===== config.mk =====
export PLATFORM = sky130hd
export DESIGN_NAME = jk_drive_sequencer
export DESIGN_NICKNAME = d
export VERILOG_FILES = /design/src/rtl/jk_pkg.sv /design/src/rtl/jk_cmd_fifo.sv /design/src/rtl/jk_drive_sequencer.sv
export SDC_FILE = /design/constraint.sdc
export NUM_CORES = 1
export LEC_CHECK = 0
export ABC_AREA = 1
export BUFFER_PORTS_ARGS = -buffer_cell sky130_fd_sc_hd__buf_2
export CAP_MARGIN = 20
export CORE_ASPECT_RATIO = 0.5
export CORE_MARGIN = 5
export CORE_UTILIZATION = 56
export DETAILED_ROUTE_END_ITERATION = 10
export PLACE_DENSITY = 0.75
export SLEW_MARGIN = 10
export SYNTH_ARGS = -nofsm -noshare
export SYNTH_HDL_FRONTEND = slang
export SYNTH_HIERARCHICAL = 1
export SYNTH_SLANG_ARGS = --single-unit
export TNS_END_PERCENT = 20

===== constraint.sdc =====
create_clock -name clk -period 2.7 [get_ports clk]
set_input_delay 0.135 -clock clk [delete_from_list [all_inputs] [get_ports clk]]
set_output_delay 0.135 -clock clk [all_outputs]
set_load 0.01 [all_outputs]

===== src/rtl/jk_pkg.sv =====
// Shared definitions for the JK drive sequencer: drive codes, FSM state and command layout.
package jk_pkg;

   localparam int JK_CNT_W = 8;

   localparam logic [1:0] JK_HOLD   = 2'b00;
   localparam logic [1:0] JK_RESET  = 2'b01;
   localparam logic [1:0] JK_SET    = 2'b10;
   localparam logic [1:0] JK_TOGGLE = 2'b11;

   typedef enum logic {
      ST_IDLE  = 1'b0,
      ST_DRIVE = 1'b1
   } jk_state_t;

   typedef struct packed {
      logic [1:0]          op;
      logic [JK_CNT_W-1:0] len;
   } jk_cmd_t;

endpackage


===== src/rtl/jk_cmd_fifo.sv =====
// Command FIFO for the JK drive sequencer; DEPTH must be a power of 2.
// A push into an empty FIFO becomes visible at the head on the following edge.
module jk_cmd_fifo #(
   parameter int DEPTH = 4,
   parameter int W     = 10
) (
   input  logic         clk,
   input  logic         rst,
   input  logic         push,
   input  logic [W-1:0] wdata,
   input  logic         pop,
   output logic [W-1:0] rdata,
   output logic         full,
   output logic         empty
);

   localparam int AW = (DEPTH > 1) ? $clog2(DEPTH) : 1;

   logic [W-1:0]  mem_r [DEPTH];
   logic [AW-1:0] wr_ptr_r;
   logic [AW-1:0] rd_ptr_r;
   logic [AW:0]   cnt_r;
   logic          do_push_s;
   logic          do_pop_s;

   assign full      = (cnt_r == (AW+1)'(DEPTH));
   assign empty     = (cnt_r == {(AW+1){1'b0}});
   assign do_push_s = push & ~full;
   assign do_pop_s  = pop & ~empty;
   assign rdata     = mem_r[rd_ptr_r];

   // pointer and occupancy bookkeeping
   always_ff @(posedge clk or posedge rst) begin
      if (rst) begin
         wr_ptr_r <= {AW{1'b0}};
         rd_ptr_r <= {AW{1'b0}};
         cnt_r    <= {(AW+1){1'b0}};
      end else begin
         if (do_push_s) begin
            wr_ptr_r <= wr_ptr_r + {{(AW-1){1'b0}}, 1'b1};
         end
         if (do_pop_s) begin
            rd_ptr_r <= rd_ptr_r + {{(AW-1){1'b0}}, 1'b1};
         end
         case ({do_push_s, do_pop_s})
            2'b10:   cnt_r <= cnt_r + {{AW{1'b0}}, 1'b1};
            2'b01:   cnt_r <= cnt_r - {{AW{1'b0}}, 1'b1};
            default: cnt_r <= cnt_r;
         endcase
      end
   end

   // storage array write port
   always_ff @(posedge clk) begin
      if (do_push_s) begin
         mem_r[wr_ptr_r] <= wdata;
      end
   end

endmodule


===== src/rtl/jk_drive_sequencer.sv =====
// Queued J/K drive sequencer feeding a JK flip-flop.
// Define JK_SEQ_CHECK_EN to build the exp_q reference model and the sticky mismatch flag.
module jk_drive_sequencer
   import jk_pkg::*;
#(
   parameter int CNT_W = JK_CNT_W,
   parameter int DEPTH = 4
) (
   input  logic             clk,
   input  logic             rst,
   input  logic             cmd_valid,
   output logic             cmd_ready,
   input  logic [1:0]       cmd_op,
   input  logic [CNT_W-1:0] cmd_len,
   output logic             J,
   output logic             K,
   input  logic             q_in,
   output logic             busy,
   output logic             done,
   output logic             exp_q,
   output logic             mismatch
);

   localparam logic [CNT_W-1:0] ONE = {{(CNT_W-1){1'b0}}, 1'b1};

   jk_state_t          state_r, state_s;
   logic [CNT_W-1:0]   rem_r, rem_s;
   logic [1:0]         jk_r, jk_s;
   logic               done_r, done_s;
   logic               pop_s;
   logic               full_s, empty_s;
   logic [CNT_W+1:0]   head_s;
   logic [1:0]         head_op_s;
   logic [CNT_W-1:0]   head_rem_s;

   jk_cmd_fifo #(
      .DEPTH (DEPTH),
      .W     (CNT_W + 2)
   ) u_fifo (
      .clk   (clk),
      .rst   (rst),
      .push  (cmd_valid),
      .wdata ({cmd_op, cmd_len}),
      .pop   (pop_s),
      .rdata (head_s),
      .full  (full_s),
      .empty (empty_s)
   );

   // a zero length still drives the op for one cycle
   assign head_op_s  = head_s[CNT_W+1:CNT_W];
   assign head_rem_s = (head_s[CNT_W-1:0] == {CNT_W{1'b0}}) ? ONE : head_s[CNT_W-1:0];

   assign cmd_ready = ~full_s;
   assign busy      = (state_r == ST_DRIVE) | ~empty_s;
   assign J         = jk_r[1];
   assign K         = jk_r[0];
   assign done      = done_r;

   // next-state, repeat counter and drive code selection
   always_comb begin
      state_s = state_r;
      rem_s   = rem_r;
      jk_s    = jk_r;
      done_s  = 1'b0;
      pop_s   = 1'b0;
      case (state_r)
         ST_IDLE: begin
            if (!empty_s) begin
               pop_s   = 1'b1;
               jk_s    = head_op_s;
               rem_s   = head_rem_s;
               state_s = ST_DRIVE;
            end else begin
               jk_s = JK_HOLD;
            end
         end
         ST_DRIVE: begin
            if (rem_r == ONE) begin
               if (!empty_s) begin
                  pop_s = 1'b1;
                  jk_s  = head_op_s;
                  rem_s = head_rem_s;
               end else begin
                  jk_s    = JK_HOLD;
                  done_s  = 1'b1;
                  state_s = ST_IDLE;
               end
            end else begin
               rem_s = rem_r - ONE;
            end
         end
         default: begin
            jk_s    = JK_HOLD;
            state_s = ST_IDLE;
         end
      endcase
   end

   // sequencer state register
   always_ff @(posedge clk or posedge rst) begin
      if (rst) begin
         state_r <= ST_IDLE;
         rem_r   <= {CNT_W{1'b0}};
         jk_r    <= JK_HOLD;
         done_r  <= 1'b0;
      end else begin
         state_r <= state_s;
         rem_r   <= rem_s;
         jk_r    <= jk_s;
         done_r  <= done_s;
      end
   end

`ifdef JK_SEQ_CHECK_EN
   logic exp_q_r;
   logic mismatch_r;

   // reference flip-flop and sticky divergence flag
   always_ff @(posedge clk or posedge rst) begin
      if (rst) begin
         exp_q_r    <= 1'b0;
         mismatch_r <= 1'b0;
      end else begin
         case (jk_r)
            JK_HOLD:   exp_q_r <= exp_q_r;
            JK_RESET:  exp_q_r <= 1'b0;
            JK_SET:    exp_q_r <= 1'b1;
            JK_TOGGLE: exp_q_r <= ~exp_q_r;
            default:   exp_q_r <= exp_q_r;
         endcase
         if (q_in != exp_q_r) begin
            mismatch_r <= 1'b1;
         end else begin
            mismatch_r <= mismatch_r;
         end
      end
   end

   assign exp_q    = exp_q_r;
   assign mismatch = mismatch_r;
`else
   logic unused_q_in_s;

   assign unused_q_in_s = q_in;
   assign exp_q         = 1'b0;
   assign mismatch      = 1'b0;
`endif

endmodule


==> out/results.txt, run 1 <==
The flow ran to the end, and the final reports show no timing, DRC or antenna violations. At the end of routability-driven placement, the weighted congestion stood at 0.8531. The synthesized area per cell is 9.724 sq um, and the count of unique library cells instantiated by Yosys is 30. For the pin with the worst max-slew slack, the measured transition is 0.6784 ns.

In this run the number of H-tree levels came out at 3. Yosys printed 6 warnings. TritonCTS built the clock tree. The tool flagged a number of max-cap violations equal to 0. The critical path starts at rem_r[1]$_DFF_PP0_.

The clock reaches the later pin of the worst-skew pair after 0.34 ns. The finished cells cover 3417 sq um. From bottom edge to top edge, the die measures 61.63 microns. After detailed routing, the total wire length is 5.421 mm.

Of the available clock period, the critical path in the final layout requires 88.25%. The fraction of final layout cells with drive strength greater than 1 works out to 18.02%. The worst setup path is launched from a flop.

In the routed layout, each cell is associated on average with a via count of 5.031. The count of nets after finishing was 361; the area overhead of the layout relative to synthesis was 14.46%. In this run the tightest slew margin relative to its limit is 54.71%. The worst reg2reg path startpoint was rem_r[1]$_DFF_PP0_. Across the VDD grid, the largest voltage drop is 0.0006360 V. STA puts the critical path data arrival time at 2.61 ns.

The most critical setup path has its endpoint at u_fifo/cnt_r[2]$_DFFE_PP0P_. The static leakage power is 1.640 nW, and the fraction of the mapped netlist area in compound gates is 8.340%. In this run the register-to-register setup slack is 0.32 ns. The peak per-stage delay on the critical path is 0.38 ns, and the clock skew is 0.008059 ns.

The largest total area in the synthesized netlist belongs to sky130_fd_sc_hd__edfxtp_1. The run gives 3122 sq um as the cell area reported after detailed placement. Sorting the synthesized cells by area gives the leading types as sky130_fd_sc_hd__edfxtp_1, sky130_fd_sc_hd__dfrtp_1, sky130_fd_sc_hd__nand2_1, sky130_fd_sc_hd__inv_1, sky130_fd_sc_hd__o211ai_1.

Leaving out fill and tap cells, the most frequent cells in the layout are sky130_fd_sc_hd__nand2_1, sky130_fd_sc_hd__inv_1, sky130_fd_sc_hd__edfxtp_1. Endpoint kind of the worst setup timing path: a flop. Summed over all nets, wire length on met3 after detailed routing comes to 371 microns.

The internal power of the cells was 2.231 mW; the post-CTS repair timing setup buffer count was 0. The final non-filler cell total is 414, and the area of the multi-input gates is 1012 sq um. The worst register-to-register path has a depth of 15. In this run the cell area of the synthesized design comes to 2985 sq um. The first global-routing pass estimated 9.425 mm of wire. Setup repair after global routing left no endpoint under its margin. The analysis attributes to net switching a power of 1.344 mW. Detailed routing placed a total of 2.707 mm of wire on met2. The full die area is 6980 sq um, and the final count of negative-setup-slack endpoints is 0. The initial antenna violation count is 0, and the share of synthesized flip-flops with an asynchronous set or reset is 32.20%. Type of the setup path with the least slack: flop to flop.

The fraction of post-synthesis cell area in the top cell type by area works out to 40.23%. After detailed routing, no signal wire sits above met4. The run gives 392 as the cell count after placement. The path class of the tightest hold or removal check is input port to flop. In this run, post-CTS repair resized a total of 0 instances. The number of hold buffers added after CTS was 4. Synthesis produced 307 cells. The first routing iteration left 107 violations.

The fraction of synthesized area in multiplexers came out at 0%. The run gives 0 as the number of inserted diodes. The total of fill cells in the finished design was 411; the overall overflow remaining after global route was 0. Dividing total power by cell area gives a power density of 1046 nW/um^2. The count of nets left with antenna violations once routing finished came out at 0.

Most common library cell in the layout ignoring fill and taps: sky130_fd_sc_hd__nand2_1. The run gives 5045 sq um as the area of the core. The startpoint identified for the worst hold timing path is cmd_len[7].

The run gives 38.2% as the sequential power share. Subtracting the final worst setup slack from the clock period gives 2.383 ns. The tools report the count of standard-cell rows as 18.

Traced cell by cell, the critical path runs through inv_1, ha_1, nand2_2, o21ai_4, nand2_4, clkinv_2, nand2_1, inv_1, ha_1, inv_1, fa_1, inv_1, nand2_1, nand4_1, nand2_1. The xor-xnor portion of the synthesized cell area is 0.8801%. For this run, the total global-route usage over all layers was measured as 18.05%.

The final-report hold violation count was 0. For the via total after detailed routing, the log shows 2083. The final worst-path setup slack was 0.3173 ns; the sum of negative setup slack was 0 ns. Together, buffers and inverters on the worst path number 5.

CTS root buffer: sky130_fd_sc_hd__clkbuf_8. The run gives 2 as the maximum clock path buffer count. In this run the critical register-to-register path is captured at u_fifo/cnt_r[2]$_DFFE_PP0P_.

The clock sink total came out at 59. The TritonCTS buffer count is 9, and the logic gate share of total power is 36.1%. Clock-pin slew was measured on the worst setup and hold paths at 0.07 ns. Of the total synthesized cell area, the portion taken by full adders, half adders and majority gates is 3.604%. Via count of the first global-routing pass: 2102. The number of design rule violations left after detail routing came out at 0. By area, the combinational part of the netlist is dominated by simple AND/OR/NAND/NOR gates. The number of pins exceeding their max-slew limit in the final report came out at 0. The first TritonRoute pass finished after 4 iterations. The I/O pin total is 21. The cell with the largest stage delay on the worst path is sky130_fd_sc_hd__dfrtp_1. In the final routing, the length of wire on met1 measures 2.307 mm. The upper clock frequency limit was 419.7 MHz; the average wire length per cell after detail routing was 13.09 microns. The commonest register cell after synthesis was sky130_fd_sc_hd__edfxtp_1. The kind of cell with the highest combined delay on the critical path was adder cells.

The synthesized netlist devotes 20.83% of its cell area to simple gates. For this run, the register share of the synthesized area comes to 56.16%. Among the stages of the critical path, the cell type that occurs most often is sky130_fd_sc_hd__inv_1.

Buffers placed on the I/O ports in this run total 17. Once the floorplan was initialized, standard cells occupied 59.18% of the core. The switching part of the total power was 37.59%; the clock share of power was 25.7%. Entering global routing, the biggest net connects 42 pins. Summing internal, switching and leakage power gives 3.575 mW. Before CTS, the worst setup slack after placement is 0.3458 ns. The maximum fanout along the worst path works out to 7.

The tools report the total area of sequential cells as 1677 sq um. The number of register bits inferred by synthesis is 59, and the width of the die is 113.3 microns. In this run, synthesis inferred 40 flip-flops with an integrated enable. The estimated wirelength of the detail-placed design was 3.850 mm; the required time of the critical path was 2.93 ns.

The critical path runs through a total of 15 cells.
kinds of logic after synthesis:
| kind of cell | Yosys count |
|---|---|
| AND/OR/NAND/NOR | 139 |
| XOR/XNOR | 3 |
| AO/OA/AOI/OAI | 31 |
| buffers and inverters | 66 |
| other | 1 |
| adder cells (fa/ha/maj) | 8 |
| flip-flops | 59 |
cells in the mapped netlist (2+ instances only):
library cell,count
sky130_fd_sc_hd__buf_4,4
sky130_fd_sc_hd__buf_6,2
sky130_fd_sc_hd__clkbuf_8,2
sky130_fd_sc_hd__dfrtp_1,19
sky130_fd_sc_hd__edfxtp_1,40
sky130_fd_sc_hd__ha_1,7
sky130_fd_sc_hd__inv_1,53
sky130_fd_sc_hd__inv_2,3
sky130_fd_sc_hd__nand2_1,93
sky130_fd_sc_hd__nand2_2,2
sky130_fd_sc_hd__nand2_4,3
sky130_fd_sc_hd__nand3_1,14
sky130_fd_sc_hd__nand3_2,2
sky130_fd_sc_hd__nand4_1,2
sky130_fd_sc_hd__nor2_1,17
sky130_fd_sc_hd__nor2_2,2
sky130_fd_sc_hd__nor2_4,2
sky130_fd_sc_hd__o211ai_1,15
sky130_fd_sc_hd__o211ai_2,6
sky130_fd_sc_hd__o21ai_0,8
sky130_fd_sc_hd__xnor2_1,2
how the worst min path moves through the flow:
stage | slack (ns) | cells past startpoint | to
after CTS | 0.002 | 1 | u_fifo/mem_r[3][7]$_DFFE_PP_
after global routing | 0.001 | 1 | u_fifo/mem_r[3][7]$_DFFE_PP_
after global placement | 0.09 | 2 | u_fifo/rd_ptr_r[1]$_DFFE_PP0P_
after floorplan | -0.06 | 1 | u_fifo/cnt_r[0]$_DFFE_PP0P_
final | 0.02 | 1 | u_fifo/mem_r[3][7]$_DFFE_PP_
after detailed placement | 0.09 | 2 | u_fifo/rd_ptr_r[1]$_DFFE_PP0P_
sequential cells by signal (all words and copies together) (netlist names):
signal	cells
done	1
jk_r	2
rem_r	8
state_r	1
u_fifo/cnt_r	3
u_fifo/mem_r	40
u_fifo/rd_ptr_r	2
u_fifo/wr_ptr_r	2
layout make-up:
class / instances / share of cell area (%)
well taps: 70 / 2.563
clock buffers: 11 / 4.431
flip-flops and latches: 59 / 49.07
clock inverters: 5 / 2.453
multi-input cells: 183 / 29.62
repair buffers: 29 / 5.566
inverters: 57 / 6.298
power by group through the flow:
stage	clock (mW)	combinational, mW	sequential (mW)
5_1_grt	0.989	1.50	1.39
6_report	0.919	1.29	1.36
2_1_floorplan	0	1.04	1.36
3_5_place_dp	0	1.29	1.38
3_3_place_gp	0	1.24	1.37
4_1_cts	0.939	1.30	1.37
metrics by stage:
step / hold slack [ns] / utilization, %
6_report: 0.01713 / 67.73
4_1_cts: 0.001592 / 67.34
3_3_place_gp: 0.08637 / 61.88
5_1_grt: 0.001467 / 67.73
2_1_floorplan: -0.06160 / -
3_5_place_dp: 0.08824 / 61.88
routing by layer:
| layer | vias to the layer above | track usage (%) |
|---|---|---|
| met5 | - | 0 |
| met4 | 0 | 3.596 |
| met3 | 4 | 6.771 |
| met2 | 51 | 33.42 |
| met1 | 989 | 20.80 |
| li1 | 1039 | - |
No activity file was read; power rests on OpenSTA's default activity.
==> run 2, diff against run 1 <==
--- a/config.mk
+++ b/config.mk
@@ -10,9 +10,8 @@
 export CAP_MARGIN = 20
 export CORE_ASPECT_RATIO = 0.5
 export CORE_MARGIN = 5
-export CORE_UTILIZATION = 56
+export CORE_UTILIZATION = 40
 export DETAILED_ROUTE_END_ITERATION = 10
-export PLACE_DENSITY = 0.75
 export SLEW_MARGIN = 10
 export SYNTH_ARGS = -nofsm -noshare
 export SYNTH_HDL_FRONTEND = slang
==> out/results.txt, run 2 (same netlist as run 1, synthesis figures left out) <==
The flow ran to the end, and the final reports show no timing, DRC or antenna violations. For the count of standard-cell rows, the log shows 22 (+4). The combined global-route utilization of all metal layers was 12.33% (-5.7 points). The run gives 0 (unchanged) as the max-cap check violation count.

The count of nets after finishing was 356 (-1.4%). Walking the worst path, the cells encountered are inv_1, ha_1, nand2_2, o21ai_4, nand2_4, clkinv_2, nand2_1, inv_1, ha_1, inv_1, fa_1, nand2_1, nand3_1, nand2_1, nand2_1. In the final layout, the registers with the most flip-flops are u_fifo/mem_r x40, rem_r x8, u_fifo/cnt_r x3. The maximum fanout along the worst path was 7 (unchanged); the initial core utilization was 40.93% (-18 points). Fraction of final layout cells with drive strength greater than 1: 17.40% (-0.62 points). The tools report the clock skew as 0.005249 ns (-0.002809 ns).

The average wire length per cell after detail routing came out at 12.38 microns (-5.4%). The clock slew seen by the registers of the worst setup and hold paths came out at 0.05 ns (-0.02 ns). The tools report the overall overflow remaining after global route as 0 (unchanged).

The logs give 56.22% (+1.5 points) for the relative slew slack and 2012 (-3.4%) for the via total after detailed routing. The total of buffers placed on input and output ports is 17 (unchanged), and the clock period minus final worst setup slack is 2.383 ns (-0.000005000 ns). The number of gates resized after CTS is 0 (unchanged), and the static leakage power is 1.658 nW (+1.1%). For the post-route antenna net violation count, the log shows 0 (unchanged). The required time of the critical path was 2.91 ns (-0.02 ns); the first-pass iteration count of the detailed router was 4 (unchanged).

The total wire length after detailed routing is 5.387 mm (-0.63%), and the buffer and inverter count on the worst path is 4 (-1). The library cells used most frequently in the layout, excluding fill and tap cells, are sky130_fd_sc_hd__nand2_1, sky130_fd_sc_hd__inv_1, sky130_fd_sc_hd__edfxtp_1. The tools report the sum of negative setup slack as 0 ns (unchanged). The tools report the setup slack of the most critical reg-to-reg path as 0.32 ns (about the same).

The worst setup path is launched from a flop. Design area: 3475 sq um (+1.7%). The terminating pin of the worst hold path was u_fifo/mem_r[0][4]$_DFFE_PP_. The area overhead of the layout relative to synthesis was 16.39%; the upper clock frequency limit was 419.7 MHz (unchanged).

The estimated wirelength of the detail-placed design was 3.831 mm (-0.48%). The total design power is 3.822 mW (+6.9%), and the maximum number of pins on one net before global-route repair is 42 (unchanged). The number of violations reported at the end of detailed-routing iteration 0 was 131 (+22%). The logs give 2 (unchanged) for the maximum clock path buffer count and 645 (+57%) for the total of fill cells in the finished design. The via count of the first global-routing pass was 1940 (-7.7%). The tree is rooted in a sky130_fd_sc_hd__clkbuf_16.

Setup repair after global routing left no endpoint under its margin. The most common library cell in the layout ignoring fill and taps is sky130_fd_sc_hd__nand2_1. The I/O pin total is 21 (unchanged), and the number of pins exceeding their max-slew limit in the final report is 0 (unchanged). The peak per-stage delay on the critical path came out at 0.38 ns (about the same).

TritonCTS built the clock tree. The endpoint kind of the worst setup timing path is a flop. Startpoint of the most critical hold path: cmd_len[4]. For this design, the slowest cell found on the critical path is sky130_fd_sc_hd__dfrtp_1.

The tools report the data arrival time of the critical path as 2.59 ns (-0.02 ns). Maximum VDD drop: 0.0003671 V (-42%). The share of the cycle needed by the critical path after routing was 88.25% (about the same). The global-route wire length before repair was 8.990 mm (-4.6%); the flip-flop count of the largest register after layout was 40 (unchanged).

The cell area reported after detailed placement was 3154 sq um (+1.0%); the vertical die dimension was 71.09 microns (+15%). The cell that appears most often on the critical path is sky130_fd_sc_hd__nand2_1. Area of the core: 7295 sq um (+45%). Final-report hold violation count: 0 (unchanged). The logs give 0.32 ns (-0.02 ns) for the clock latency reported for the late side of the worst-skew pair and 0.02880 ns (+0.01167 ns) for the worst hold margin. The worst register-to-register path ends at u_fifo/cnt_r[2]$_DFFE_PP0P_. The number of inserted diodes was 0 (unchanged); the logic depth of the worst register-to-register path was 15 (unchanged).

The slew at the pin closest to its max-slew limit was 0.6557 ns (-0.02264 ns); the cell count after placement was 418 (+6.6%). The register with the most flip-flops in the final layout is u_fifo/mem_r. The clock sink total is 59 (unchanged), and the post-CTS repair timing setup buffer count is 0 (unchanged). For the initial antenna violation count, the log shows 0 (unchanged). The min-delay analysis places its worst path in the category input port to flop. For the full die area, the log shows 9396 sq um (+35%). The kind of cell with the highest combined delay on the critical path is adder cells. The per-cell via count in the routed design came out at 4.625 (-8.1%). The TritonCTS buffer count is 9 (unchanged). The H-tree level count was 3 (unchanged). The width of the die was 132.2 microns (+17%); the number of stages on the worst hold path was 1 (unchanged). The tools report the final count of negative-setup-slack endpoints as 0 (unchanged). The placer's final routability congestion estimate is 0.8293 (-2.8%), and the number of design rule violations left after detail routing is 0 (unchanged). The total power divided by cell area is 1100 nW/um^2 (+5.1%). The final non-filler cell total is 435 (+5.1%).

The tools report the worst reg2reg path startpoint as rem_r[1]$_DFF_PP0_. Type of the setup path with the least slack: flop to flop.
[run 2: where the power goes]
part	internal, mW	switching [mW]
logic	0.429	0.863
clock network	0.803	0.366
registers	1.23	0.132
total	2.46	1.36
[run 2: how the worst max path moves through the flow]
stage / from / to / slack (ns) / cells after the start
finish: rem_r[1]$_DFF_PP0_ / u_fifo/cnt_r[2]$_DFFE_PP0P_ / 0.32 / 15
global route: rem_r[1]$_DFF_PP0_ / u_fifo/cnt_r[2]$_DFFE_PP0P_ / 0.12 / 15
CTS: rem_r[1]$_DFF_PP0_ / u_fifo/cnt_r[2]$_DFFE_PP0P_ / 0.30 / 15
detailed placement: rem_r[1]$_DFF_PP0_ / u_fifo/cnt_r[2]$_DFFE_PP0P_ / 0.33 / 15
global placement: rem_r[1]$_DFF_PP0_ / u_fifo/cnt_r[2]$_DFFE_PP0P_ / 0.46 / 15
floorplan: rem_r[1]$_DFF_PP0_ / u_fifo/cnt_r[2]$_DFFE_PP0P_ / 0.58 / 15
[run 2: through the flow]
step | worst slack (ns) | utilization, %
2_1_floorplan | 0.5826 | -
3_3_place_gp | 0.4562 | 43.24
3_5_place_dp | 0.3275 | 43.24
4_1_cts | 0.3046 | 47.63
5_1_grt | 0.1205 | 47.63
6_report | 0.3174 | 47.63
[run 2: layer usage]
layer	track usage, %	vias up	routed length (microns)
li1	-	1031	-
met1	15.02	945	2485
met2	19.84	32	2629
met3	4.119	4	214
met4	6.208	0	57
met5	0	-	0
[run 2: layout make-up]
| class | count | area [sq um] | area share (%) |
|---|---|---|---|
| flip-flops and latches | 59 | 1677 | 48.25 |
| multi-input cells | 183 | 1012 | 29.13 |
| clock buffers | 11 | 232.7 | 6.698 |
| inverters | 57 | 215.2 | 6.194 |
| repair buffers | 24 | 140.1 | 4.033 |
| well taps | 96 | 120.1 | 3.457 |
| clock inverters | 5 | 77.57 | 2.233 |
[run 2: worst reg2reg max path: cells and delay by family (launching register included)]
family	cells	cell delay, ns
AND/OR/NAND/NOR	7	0.58
AO/OA/AOI/OAI	1	0.29
flip-flops	1	0.38
buffers and inverters	4	0.32
adder cells (fa/ha/maj)	3	0.71
[run 2: repair_timing]
action,4_1_cts,5_1_grt
setup endpoints to repair,0,0
hold buffers,1,0
endpoints found under the hold margin,19,0
==> run 3, diff against run 2 <==
--- a/config.mk
+++ b/config.mk
@@ -5,13 +5,13 @@
 export SDC_FILE = /design/constraint.sdc
 export NUM_CORES = 1
 export LEC_CHECK = 0
-export ABC_AREA = 1
 export BUFFER_PORTS_ARGS = -buffer_cell sky130_fd_sc_hd__buf_2
 export CAP_MARGIN = 20
 export CORE_ASPECT_RATIO = 0.5
 export CORE_MARGIN = 5
 export CORE_UTILIZATION = 40
 export DETAILED_ROUTE_END_ITERATION = 10
+export RECOVER_POWER = 50
 export SLEW_MARGIN = 10
 export SYNTH_ARGS = -nofsm -noshare
 export SYNTH_HDL_FRONTEND = slang
==> out/results.txt, run 3 <==
The run finished with clean final reports. The overall overflow remaining after global route was 0 (unchanged). The estimated wirelength of the detail-placed design came out at 3.342 mm (-13%).

The number of pins exceeding their max-slew limit in the final report came out at 0 (unchanged). The static leakage power was 1.159 nW (-30%). The slew at the pin closest to its max-slew limit is 0.5243 ns (-0.1314 ns), and the switching part of the total power is 31.63% (-4.0 points). The tools report the first-pass iteration count of the detailed router as 4 (unchanged). The worst setup path is launched from a flop. The design area is 3148 sq um (-9.4%). The logic depth of the worst register-to-register path works out to 12 (-3). The flip-flop count of the largest register after layout works out to 40 (unchanged). CTS root buffer: sky130_fd_sc_hd__clkbuf_16.

The vertical die dimension is 67.41 microns (-5.2%), and the core occupancy in the finished layout is 50.52% (+2.9 points). The largest registers in the layout are u_fifo/mem_r x40, rem_r x8, u_fifo/cnt_r x3. The count of standard-cell rows is 20 (-9.1%).

The maximum number of pins on one net before global-route repair was 13 (-69%); the upper clock frequency limit was 409.3 MHz (-2.5%). TritonCTS built the clock tree. For the cell area reported after detailed placement, the log shows 2845 sq um (-9.8%). For the sequential power share, the log shows 42.2% (+6.6 points). The logs give 2.69 ns (+0.10 ns) for the data arrival time of the critical path and 2.94 ns (+0.03 ns) for the required time of the critical path.

The final-report hold violation count was 0 (unchanged). For the total design power, the log shows 3.484 mW (-8.8%). The area of the mapped netlist was 2636 sq um (-12%); the share of synthesized flip-flops with an asynchronous set or reset was 32.20% (unchanged). The relative slew slack was 65.05% (+8.8 points); the post-route antenna net violation count was 0 (unchanged).

The run gives 0.2567 ns (-0.06067 ns) as the final worst-path setup slack. The clock latency reported for the late side of the worst-skew pair came out at 0.33 ns (about the same). The clock share of power came out at 32.3% (+1.7 points). Fraction of post-synthesis cell area in the top cell type by area: 45.56% (+5.3 points). The cell family contributing the most delay on the critical path is adder cells. The buffer and inverter count on the worst path was 2 (-2); the clock period minus final worst setup slack was 2.443 ns (+0.06067 ns). The placer's final routability congestion estimate came out at 0.7793 (-6.0%).

The run gives 4.978 mm (-7.6%) as the total wire length after detailed routing. The run gives 63.60% (+7.4 points) as the sequential share of the synthesized area. The max-cap check violation count was 0 (unchanged); the initial core utilization was 42.31% (+1.4 points).

The most used flip-flop cell after synthesis is sky130_fd_sc_hd__edfxtp_1. The final count of negative-setup-slack endpoints is 0 (unchanged). The top register by number of flip-flops is u_fifo/mem_r. Worst min-delay path class: input port to flop. Per-cell via count in the routed design: 5.013 (+8.4%).

The worst hold margin came out at 0.06118 ns (+0.03237 ns). The run gives 177 (+35%) as the number of violations reported at the end of detailed-routing iteration 0. The internal power of the cells is 2.382 mW (-3.2%), and the area overhead of the layout relative to synthesis is 19.41%. The number of register bits inferred by synthesis was 59 (unchanged); the net switching power of the design was 1.102 mW (-19%). The slowest stage of the critical path belongs to the cell sky130_fd_sc_hd__dfrtp_1. The average wire length per cell after detail routing is 16.76 microns (+35%).

The clock slew seen by the registers of the worst setup and hold paths was 0.05 ns (about the same); the total of buffers placed on input and output ports was 17 (unchanged). The tools report the count of synthesis-stage warnings from yosys as 6 (unchanged). The number of enable flip-flop cells after synthesis is 40 (unchanged), and the full die area is 8413 sq um (-10%). The global-route wire length before repair was 8.342 mm (-7.2%). For the count of nets after finishing, the log shows 226 (-37%). The tools report the initial antenna violation count as 0 (unchanged). The peak per-stage delay on the critical path was 0.40 ns (+0.02 ns). The tools report the TritonCTS buffer count as 9 (unchanged). In the layout the commonest cells are sky130_fd_sc_hd__edfxtp_1, sky130_fd_sc_hd__dfrtp_1, sky130_fd_sc_hd__inv_1.

The number of design rule violations left after detail routing was 0 (unchanged); the clock skew was 0.005430 ns (+0.0001802 ns). The sum of negative setup slack is 0 ns (unchanged). The biggest area contributor in the post-synthesis netlist is sky130_fd_sc_hd__edfxtp_1. The run gives 59 (unchanged) as the clock sink total. The maximum VDD drop was 0.0003469 V (-5.5%). The fraction of final layout cells with drive strength greater than 1 works out to 24.40% (+7.0 points).

The count of unique library cells instantiated by Yosys was 43 (+43%). Via total after detailed routing: 1489 (-26%). Leaving out fill and tap cells, the most frequent cell in the layout is sky130_fd_sc_hd__edfxtp_1.

STA classifies the critical path endpoint as a flop. The number of inserted diodes is 0 (unchanged), and the logic depth of the worst setup path including buffers is 12 (-3). The logs give 25.5% (-8.3 points) for the logic gate share of total power and 6231 sq um (-15%) for the area of the core. The width of the die is 124.8 microns (-5.6%). By area the synthesized netlist is led by sky130_fd_sc_hd__edfxtp_1, sky130_fd_sc_hd__dfrtp_1, sky130_fd_sc_hd__mux4_2, sky130_fd_sc_hd__ha_1, sky130_fd_sc_hd__inv_1. For the via count of the first global-routing pass, the log shows 1593 (-18%). Setup repair after global routing left no endpoint under its margin. The share of the cycle needed by the critical path after routing is 90.49% (+2.2 points), and the H-tree level count is 3 (unchanged).

By count the netlist is led by sky130_fd_sc_hd__edfxtp_1, sky130_fd_sc_hd__dfrtp_1, sky130_fd_sc_hd__inv_1, sky130_fd_sc_hd__mux4_2. The combined global-route utilization of all metal layers came out at 13.63% (+1.3 points). The critical path goes through inv_1, ha_1, nor3b_2, a21oi_2, nor2_1, o31a_2, ha_1, inv_1, fa_1, xor2_1, nor2_1, xor2_1. The I/O pin total is 21 (unchanged), and the cell count after synthesis is 173 (-44%). The final non-filler cell total is 297 (-32%), and the pre-CTS setup slack is 0.1808 ns (-0.1467 ns). The most frequent cell after synthesis was sky130_fd_sc_hd__edfxtp_1. The synthesized area per cell works out to 15.24 sq um (+57%). The type of the setup path with the least slack was flop to flop. The number of stages on the worst hold path works out to 1 (unchanged).

The maximum clock path buffer count is 2 (unchanged). The maximum fanout along the worst path was 3 (-4); the total power divided by cell area was 1107 nW/um^2 (+0.62%). The tools report the cell count after placement as 280 (-33%).
==> run 3: cell types whose count changed after synthesis, moves of 5 or more <==
cell | before | now
sky130_fd_sc_hd__inv_1 | 53 | 16
sky130_fd_sc_hd__o211ai_1 | 15 | 0
sky130_fd_sc_hd__nand3_1 | 14 | 4
sky130_fd_sc_hd__nand2_1 | 93 | 7
sky130_fd_sc_hd__nor2_1 | 17 | 4
sky130_fd_sc_hd__o21ai_0 | 8 | 2
sky130_fd_sc_hd__mux4_2 | 0 | 10
sky130_fd_sc_hd__o211ai_2 | 6 | 0
sky130_fd_sc_hd__a21oi_1 | 1 | 6
==> run 3: cells by family (layout without fill, tap and decap cells) <==
family	after synthesis	count (layout)	share of synthesized area (%)
and+or+nand+nor	35	35	8.685
AOI/OAI and AO/OA	28	28	7.499
other	1	2	0.1422
muxes	14	14	10.25
adders and majority gates	8	8	4.082
xor gates and xnor gates	6	6	1.994
DFF	59	59	63.60
buffers and inverters	22	57	3.749
==> run 3: final timing paths <==
| kind | start | end | slack [ns] |
|---|---|---|---|
| max reg2reg | rem_r[1]$_DFF_PP0_ | u_fifo/cnt_r[2]$_DFFE_PP0P_ | 0.26 |
| min reg2reg | jk_r[1]$_DFFE_PP0P_ | jk_r[1]$_DFFE_PP0P_ | 0.46 |
| min in group asynchronous | rst | u_fifo/wr_ptr_r[0]$_DFFE_PP0P_ | 0.33 |
| max in group asynchronous | rst | rem_r[6]$_DFF_PP0_ | 1.96 |
| min | cmd_len[3] | u_fifo/mem_r[2][3]$_DFFE_PP_ | 0.06 |
| max | rem_r[1]$_DFF_PP0_ | u_fifo/cnt_r[2]$_DFFE_PP0P_ | 0.26 |
==> run 3: power by group through the flow <==
stage,logic [mW],clock network [mW],registers (mW)
5_1_grt,1.00,1.20,1.51
2_1_floorplan,0.699,0,1.40
3_3_place_gp,0.883,0,1.47
4_1_cts,0.901,1.15,1.47
6_report,0.888,1.13,1.47
3_5_place_dp,0.895,0,1.48
==> run 3: repair_timing <==
action,in CTS,in global routing
endpoints found under the hold margin,19,0
hold buffers,1,0
buffers inserted,0,0
setup endpoints to repair,0,1
gates resized for setup,0,1
==> run 3: final cells by class <==
type                       count  area (sq um)
clock inverter                 7         78.83
clock buffer                   9         225.2
sequential                    59          1677
multi-input combinational     93         869.6
timing repair buffer          24         123.9
fill                         519          3083
tap                           88         110.1
inverter                      17         63.81
==> run 3: metal layers <==
metal | wire length [microns] | track usage [%] | vias to the layer above
met4 | 61 | 7.297 | 0
met1 | 2217 | 16.26 | 738
met2 | 2456 | 22.51 | 34
met5 | 0 | 0 | -
met3 | 244 | 4.581 | 5
li1 | - | - | 712
